## config.mk

```make
export PLATFORM = sky130hd
export DESIGN_NAME = dmem_lsu
export DESIGN_NICKNAME = d
export VERILOG_FILES = /design/src/rtl/dmem_lsu.sv
export SDC_FILE = /design/constraint.sdc
export NUM_CORES = 1
export LEC_CHECK = 0
export CAP_MARGIN = 0
export CORE_MARGIN = 2
export CORE_UTILIZATION = 39
export CTS_CLUSTER_DIAMETER = 80
export CTS_CLUSTER_SIZE = 8
export DETAILED_ROUTE_END_ITERATION = 6
export PLACE_DENSITY_LB_ADDON = 0.3
export SLEW_MARGIN = 10
export SYNTH_ARGS = -nofsm -noshare
export SYNTH_HDL_FRONTEND = slang
export SYNTH_SLANG_ARGS = --single-unit
```

## constraint.sdc

```tcl
create_clock -name CLK -period 2.3 [get_ports CLK]
set_clock_uncertainty 0.2 [all_clocks]
set_input_delay 0.23 -clock CLK [delete_from_list [all_inputs] [get_ports CLK]]
set_output_delay 0.23 -clock CLK [all_outputs]
set_load 0.03 [all_outputs]
```

## src/rtl/dmem_lsu.sv

```systemverilog
`default_nettype none
// ============================================================================
// Module   : dmem_lsu
// Brief    : RV32I load/store unit between the core data port and a
//            synchronous-read byte-enabled SRAM. One request outstanding;
//            lane-aligned stores, sign/zero-extended loads, error response
//            for misaligned accesses or illegal funct3.
// Revision : 1.0 - initial release
// ============================================================================
module dmem_lsu #(
    parameter int ADDR_W  = 10,
    parameter int MEM_LAT = 1
) (
    input  logic              CLK,
    input  logic              RSTn,
    input  logic              req_valid,
    output logic              req_ready,
    input  logic              req_we,
    input  logic [2:0]        req_funct3,
    input  logic [31:0]       req_addr,
    input  logic [31:0]       req_wdata,
    output logic              rsp_valid,
    input  logic              rsp_ready,
    output logic [31:0]       rsp_rdata,
    output logic              rsp_err,
    output logic              busy,
    output logic              mem_en,
    output logic [3:0]        mem_we,
    output logic [ADDR_W-1:0] mem_addr,
    output logic [31:0]       mem_wdata,
    input  logic [31:0]       mem_rdata
);

    localparam logic [1:0] S_IDLE  = 2'd0;
    localparam logic [1:0] S_ISSUE = 2'd1;
    localparam logic [1:0] S_WAIT  = 2'd2;
    localparam logic [1:0] S_RESP  = 2'd3;
    localparam logic [2:0] C_LAT   = 3'(MEM_LAT);

    logic [1:0]        state_q, state_d;
    logic              we_q, we_d;
    logic [2:0]        f3_q, f3_d;
    logic [1:0]        off_q, off_d;
    logic [2:0]        cnt_q, cnt_d;
    logic [31:0]       rdata_q, rdata_d;
    logic              err_q, err_d;
    logic              mem_en_q, mem_en_d;
    logic [3:0]        mem_we_q, mem_we_d;
    logic [ADDR_W-1:0] mem_addr_q, mem_addr_d;
    logic [31:0]       mem_wdata_q, mem_wdata_d;

    logic              w_bad;
    logic [3:0]        w_we;
    logic [31:0]       w_wdata;
    logic [7:0]        w_byte;
    logic [15:0]       w_half;
    logic [31:0]       w_load;

    // Address bits above the SRAM word index wrap silently.
    logic unused_addr_bits;
    assign unused_addr_bits = ^req_addr[31:ADDR_W+2];

    // Decode the incoming request: legality, lane enables and replicated data.
    always_comb begin
        w_bad   = 1'b0;
        w_we    = 4'b0000;
        w_wdata = req_wdata;
        if (req_we) begin
            w_bad = req_funct3[2] || (req_funct3[1:0] == 2'd3);
        end else begin
            w_bad = (req_funct3[1:0] == 2'd3) || (req_funct3 == 3'b110);
        end
        if ((req_funct3[1:0] == 2'd1) && req_addr[0]) begin
            w_bad = 1'b1;
        end
        if ((req_funct3[1:0] == 2'd2) && (req_addr[1:0] != 2'b00)) begin
            w_bad = 1'b1;
        end
        if (req_we) begin
            case (req_funct3[1:0])
                2'd0: begin
                    w_we    = 4'b0001 << req_addr[1:0];
                    w_wdata = {4{req_wdata[7:0]}};
                end
                2'd1: begin
                    w_we    = req_addr[1] ? 4'b1100 : 4'b0011;
                    w_wdata = {2{req_wdata[15:0]}};
                end
                default: w_we = 4'b1111;
            endcase
        end
    end

    // Pick the addressed lane out of the returned word and extend it.
    always_comb begin
        case (off_q)
            2'd0:    w_byte = mem_rdata[7:0];
            2'd1:    w_byte = mem_rdata[15:8];
            2'd2:    w_byte = mem_rdata[23:16];
            default: w_byte = mem_rdata[31:24];
        endcase
        w_half = off_q[1] ? mem_rdata[31:16] : mem_rdata[15:0];
        case (f3_q)
            3'b000:  w_load = {{24{w_byte[7]}}, w_byte};
            3'b001:  w_load = {{16{w_half[15]}}, w_half};
            3'b010:  w_load = mem_rdata;
            3'b100:  w_load = {24'd0, w_byte};
            3'b101:  w_load = {16'd0, w_half};
            default: w_load = 32'd0;
        endcase
    end

    // State register and all datapath flops; reset aborts any request.
    always_ff @(posedge CLK or negedge RSTn) begin
        if (!RSTn) begin
            state_q     <= S_IDLE;
            we_q        <= 1'b0;
            f3_q        <= 3'd0;
            off_q       <= 2'd0;
            cnt_q       <= 3'd0;
            rdata_q     <= 32'd0;
            err_q       <= 1'b0;
            mem_en_q    <= 1'b0;
            mem_we_q    <= 4'd0;
            mem_addr_q  <= '0;
            mem_wdata_q <= 32'd0;
        end else begin
            state_q     <= state_d;
            we_q        <= we_d;
            f3_q        <= f3_d;
            off_q       <= off_d;
            cnt_q       <= cnt_d;
            rdata_q     <= rdata_d;
            err_q       <= err_d;
            mem_en_q    <= mem_en_d;
            mem_we_q    <= mem_we_d;
            mem_addr_q  <= mem_addr_d;
            mem_wdata_q <= mem_wdata_d;
        end
    end

    // Next-state sequencing.
    always_comb begin
        state_d = state_q;
        case (state_q)
            S_IDLE:  if (req_valid) state_d = w_bad ? S_RESP : S_ISSUE;
            S_ISSUE: state_d = we_q ? S_RESP : S_WAIT;
            S_WAIT:  if (cnt_q == 3'd1) state_d = S_RESP;
            default: if (rsp_ready) state_d = S_IDLE;
        endcase
    end

    // Next values of the registered SRAM strobes and response fields.
    always_comb begin
        we_d        = we_q;
        f3_d        = f3_q;
        off_d       = off_q;
        cnt_d       = cnt_q;
        rdata_d     = rdata_q;
        err_d       = err_q;
        mem_en_d    = 1'b0;
        mem_we_d    = 4'b0000;
        mem_addr_d  = mem_addr_q;
        mem_wdata_d = mem_wdata_q;
        case (state_q)
            S_IDLE: begin
                if (req_valid) begin
                    we_d    = req_we;
                    f3_d    = req_funct3;
                    off_d   = req_addr[1:0];
                    rdata_d = 32'd0;
                    err_d   = w_bad;
                    if (!w_bad) begin
                        mem_en_d    = 1'b1;
                        mem_we_d    = w_we;
                        mem_addr_d  = req_addr[ADDR_W+1:2];
                        mem_wdata_d = w_wdata;
                    end
                end
            end
            S_ISSUE: begin
                if (!we_q) cnt_d = C_LAT;
            end
            S_WAIT: begin
                cnt_d = cnt_q - 3'd1;
                if (cnt_q == 3'd1) rdata_d = w_load;
            end
            default: begin
                if (rsp_ready) begin
                    rdata_d = 32'd0;
                    err_d   = 1'b0;
                end
            end
        endcase
    end

    assign req_ready = (state_q == S_IDLE) && RSTn;
    assign busy      = (state_q != S_IDLE);
    assign rsp_valid = (state_q == S_RESP);
    assign rsp_rdata = rdata_q;
    assign rsp_err   = err_q;
    assign mem_en    = mem_en_q;
    assign mem_we    = mem_we_q;
    assign mem_addr  = mem_addr_q;
    assign mem_wdata = mem_wdata_q;

endmodule
`default_nettype wire

```

* Yosys cells after proc, flatten, opt, wreduce, memory -nomap -nowiden
Index checks and enable logic that the tools add are counted.
** Word-level totals
- Output and inout port bits :: 83
- Logic and storage cells :: 87
- Bits of input ports :: 104
- Bits in registers :: 91
** Cells by class
- Shift operators :: 1
- Reduce and logical (&&, ||, !) cells :: 22
- Eq/ne operators :: 17
- Bitwise logic cells :: 3
- Add/subtract/negate cells :: 1
- Multiplexer cells :: 32
** Operators with widths (number)
- 32-bit case mux with 5 select lines :: 1
- 32-bit two-way mux :: 4
- 32-bit case mux with 3 select lines :: 1
- 32-bit case mux with 2 select lines :: 1
- 8-bit case mux with 3 select lines :: 1
- 4-bit two-way mux :: 5
- 16-bit two-way mux :: 1
- 2-bit == test, second input constant :: 5
- 3-bit == test, second input constant :: 3
- 1-bit two-way mux :: 9
- 3-bit AND reduction :: 3
- 2-bit two-way mux :: 4
- 4-bit case mux with 2 select lines :: 1
- 2-bit nonzero test :: 4
- 2-bit by 1-bit == test with 1-bit output, second input constant :: 3
- 3-bit by 1-bit == test with 1-bit output, second input constant :: 2
- 2-bit zero test :: 3
- 2-bit inequality test, second input constant :: 3
- 2-bit case mux with 3 select lines :: 1
- 3-bit case mux with 2 select lines :: 1
- 2-bit AND reduction :: 2
- 4-bit AND reduction :: 1
- 4-bit nonzero test :: 1
- 1-bit by 2-bit left shift with 4-bit output, first input constant :: 1
- other kinds (10) :: 15

* Longest topological paths before layout
- Depth after elaboration :: 8
- Depth in mapped cells :: 10
- Depth with buffers taken out :: 6

* Worst setup path before layout
No wires, ideal clock.
- Path type :: register to register
- Start :: reg state_q[0]
- End :: reg rdata_q[27] (netlist: rsp_rdata[27])
- Data arrival time :: 1.848 ns
- Required time :: 1.973 ns
- Cell stages (with the launch flop) :: 9
- Path slack :: 0.126 ns
- Path buffers :: 3
- Library setup time :: 0.127 ns
- Period minus slack after synthesis :: 2.174 ns
- Path through :: dfrtp_1 inv_1 ha_1 buf_6 nor2b_4 buf_6 a2111o_1 buf_2 a221o_2
** Between the ends
- Longest elaborated chain between the ends :: 3
- Elaborated cells on any way between the ends :: 9
- Classes of those cells :: eq/ne (4); mux (1); bitwise (1); reduce/logical (3)
** Ends and longest elaborated chain
- from (decl) :: line 40 : logic [1:0] state_q, state_d;
- from (signal assigned) :: line 128 : state_q <= state_d;
- 2-bit == test, or another cell as far along :: line 165 : case (state_q)
- 2-bit inequality test (no line), or another cell as far along
- 4-bit AND reduction (no line)
- to (signal assigned) :: line 133 : rdata_q <= rdata_d;
- to (decl) :: line 45 : logic [31:0] rdata_q, rdata_d;
Several ways; a longest one is shown, not always the timed one.
A chain may end at the register's enable or synchronous reset.

* Final worst setup path
- Start :: reg state_q[1]
- End :: out req_ready
** Between the ends
- Longest elaborated chain between the ends :: 2
** Ends and longest elaborated chain
- 2-bit zero test :: line 197 : assign req_ready = (state_q == S_IDLE) && RSTn;
- 1-bit logical AND :: line 197
- to (decl) :: line 17 : output logic req_ready,
Every way passes these cells.

==> flow_metrics.tcl <==
set metrics [dict create \
    netlist_area_um2 4479 \
    hp-start "mem_wdata[25]" \
    vias_per_cell 5.187 \
    fin_crit_sh_pct 94.62 \
    place_congestion 0.8311 \
    gr-total-overflow 0 \
    syn_avg_cell_area_um2 11.17 \
    dr.first_iter.drc_count 136 \
    yosysSeqAreaShare_pct 50.84 \
    cp-start-kind "flop" \
    max_clock_freq_ghz 0.4595 \
    ant_nets 0 \
    combPwrFrac_pct 53.4 \
    grt_max_degree 68 \
    n_antenna_cell 0 \
    switchingPower_w 0.003666 \
    fin_crit_ns 2.176 \
    cp_max_fo 5 \
    first_pass_iters 4 \
    internal_power_w 0.005094 \
    ys_warn_count 0 \
    holdCritPathClass "reg -> reg" \
    htree_levels 3 \
    die_w_um 111.2 \
    setup_viol 0 \
    grt_pass1_wl_mm 19.89 \
    status "finished, final reports clean" \
    power_frac_clock_pct 15.5 \
    cellLeakagePower_nw 2.943 \
    hold_ws_ns 0.2769 \
    final_cells 723 \
    yosys-top-cells-area "dfrtp_1 51%, mux2i_1 8.0%, mux2_2 7.0%, o21ai_0 4.5%, a221o_2 4.0%" \
    io_buffers 166 \
    p_sw_share_pct 41.85 \
    clk_latency_ns 0.34 \
    fillerInstances 993 \
    ff_latch_area_um2 2277 \
    cts_buffers 9 \
    cts.path.max_buffers 2 \
    syn-num-nets 511 \
    worst_slew_pin_slew_ns 0.6593 \
    grt_setup_unrepaired "false" \
    die_h_um 111.2 \
    worst_setup_path_end_kind "output pin" \
    vias 3750 \
    worstPathArrival_ns 1.75 \
    postSynthCellCount 401 \
    antenna_found_initial 0 \
    start_util_pct 39.57 \
    crit_type "reg -> out" \
    synth_top_area_share_pct 50.84 \
    ys_seq_elements 91 \
    final_layout_size_suffix_gt1_share_pct 16.21 \
    wl_per_cell_um 16.46 \
    irDropWorstVdd_uv 798.4 \
    die_area_um2 12360 \
    area_delta_synth_final_pct 49.05 \
    grt_pass1_vias 3928 \
    nets 685 \
    cap_violations 0 \
    yosysTopAreaCell "dfrtp_1" \
    place_inst 705 \
    seq_power_share_pct 31.1 \
    drc 0 \
    drv_slew 0 \
    place_hpwl_mm 9.019 \
    worstSetupStartpoint "state_q[1]" \
    setup.worst_path.end "req_ready" \
    final_area_um2 6676 \
    finalHoldViolCount 0 \
    cts_tree "done" \
    p_per_area_nw_per_um2 1312 \
    r2r-end "rsp_rdata[25]" \
    rrSetupSlack_ns 0.13 \
    io_pins 187 \
    dpl_cell_area_um2 6376 \
    wl_mm 11.90 \
    grt.total_usage_pct 19.75 \
    cts_root_buffer "clkbuf_16" \
    r2r_cells 6 \
    clk_pin_slew_ns 0.06 \
    multiInputGateArea_um2 2038 \
    post_synth_num_cell_types 43 \
    reg2reg_from "state_q[0]" \
    slew_headroom_pct 56.05 \
    critPathRequiredTime_ns 1.87 \
    row_count 39 \
    core_area_um2 11320 \
    cts.sinks 91 \
]
-- worst min path at each step --
stage,end,cells after the start
final,mem_wdata[25],2
after floorplan,cnt_q[0],0
after global routing,mem_addr[5],2
after CTS,mem_wdata[10],2
after global placement,rsp_rdata[16],2
after detailed placement,rsp_rdata[17],2
-- power by group through the flow --
stage	combinational [W]	clock [W]	sequential [W]
final	0.00468	0.00136	0.00273
after CTS	0.00472	0.00140	0.00274
after detailed placement	0.00470	0	0.00275
after global routing	0.00500	0.00145	0.00282
after global placement	0.00462	0	0.00271
after floorplan	0.00175	0	0.00379
-- flip-flops by register name, indices dropped and copies added, names as in the netlist, 2 cells and up --
signal,cells
mem_we,4
off_q,2
mem_wdata,32
f3_q,3
rsp_rdata,32
state_q,2
mem_addr,10
cnt_q,3
-- placed cells by master, fill, tap and decap left out, types with 3 or more instances in the layout --
| cell | n |
|---|---|
| mux2_2 | 28 |
| o21ai_0 | 40 |
| a22o_1 | 3 |
| clkdlybuf4s50_1 | 163 |
| nand2b_1 | 6 |
| inv_1 | 9 |
| a221o_2 | 16 |
| nor3_1 | 5 |
| nor2_1 | 13 |
| clkinvlp_4 | 3 |
| buf_12 | 3 |
| o2bb2ai_1 | 8 |
| mux2i_1 | 36 |
| o31ai_1 | 4 |
| clkbuf_16 | 9 |
| dfrtp_1 | 91 |
| nand2_1 | 44 |
| a22oi_1 | 22 |
| a21oi_1 | 15 |
| buf_4 | 21 |
| ha_1 | 6 |
-- layout make-up --
cell class | count | share of cell area, %
clock inverters | 6 | 0.6184
clock buffers | 10 | 3.430
inverters | 9 | 0.5060
flip-flops and latches | 91 | 34.11
well taps | 143 | 2.680
repair buffers | 190 | 28.13
multi-input cells | 274 | 30.53
-- critical path, stage by stage, from the launching register on --
cell and delay [ns]:
dfrtp_1 0.40, inv_1 0.11, ha_1 0.25, buf_4 0.16, and2_2 0.13, clkdlybuf4s15_1 0.36
-- logic make-up after synthesis --
| family | count (synthesis) | share of synthesized area [%] |
|---|---|---|
| AND/OR/NAND/NOR | 88 | 10.28 |
| multiplexers | 64 | 15.08 |
| adder cells (fa/ha/maj) | 6 | 1.676 |
| buffers and inverters | 36 | 3.938 |
| flip-flops | 91 | 50.84 |
| AO/OA/AOI/OAI | 116 | 18.18 |
-- layer usage --
layer,GRT usage [%],up-vias,part of all wire (%)
met1,24.04,1787,41
met4,5.103,0,0.84
met2,33.01,129,49
li1,-,1827,-
met3,7.600,7,8.8
met5,0,-,0
-- stage by stage --
stage / total power (W) / TNS [ns] / util [%] / worst slack, ns
after CTS: 0.008853 / 0 / 58.95 / 0.05539
after floorplan: 0.005538 / 0 / - / 0.1256
after global placement: 0.007327 / -0.2260 / 56.32 / -0.01653
after global routing: 0.009281 / 0 / 58.97 / 0.01099
after detailed placement: 0.007450 / -1.328 / 56.32 / -0.09547
final: 0.008759 / 0 / 58.97 / 0.1237
-- cell usage after synthesis (all sizes together) --
cell type and number:
dfrtp 91, nand2 44, o21ai 40, mux2i 36, mux2 28, a22oi 22, a221o 16, buf 16
a21oi 15, nor2 14, clkbuf 11, inv 9, o2bb2ai 8, ha 6, nand2b 6, nor3 6
o31ai 4, a22o 3, and2 3, or3 3, a211oi 2, nor2b 2, nor3b 2, nor4 2
o21bai 2, or4bb 2, a2111o 1, a21o 1, a221oi 1, nand3 1, nand4 1, nand4bb 1
o211a 1, or2 1
-- repair_timing --
action                                  4_1_cts  5_1_grt
setup buffers                                 1        0
gates resized for setup                       2        2
endpoints found under the setup margin       18       17
pin swaps                                     1        0
hold buffers                                  1        0
endpoints found under the hold margin        91        0
Note: power is estimated with default switching activity, not from simulation.
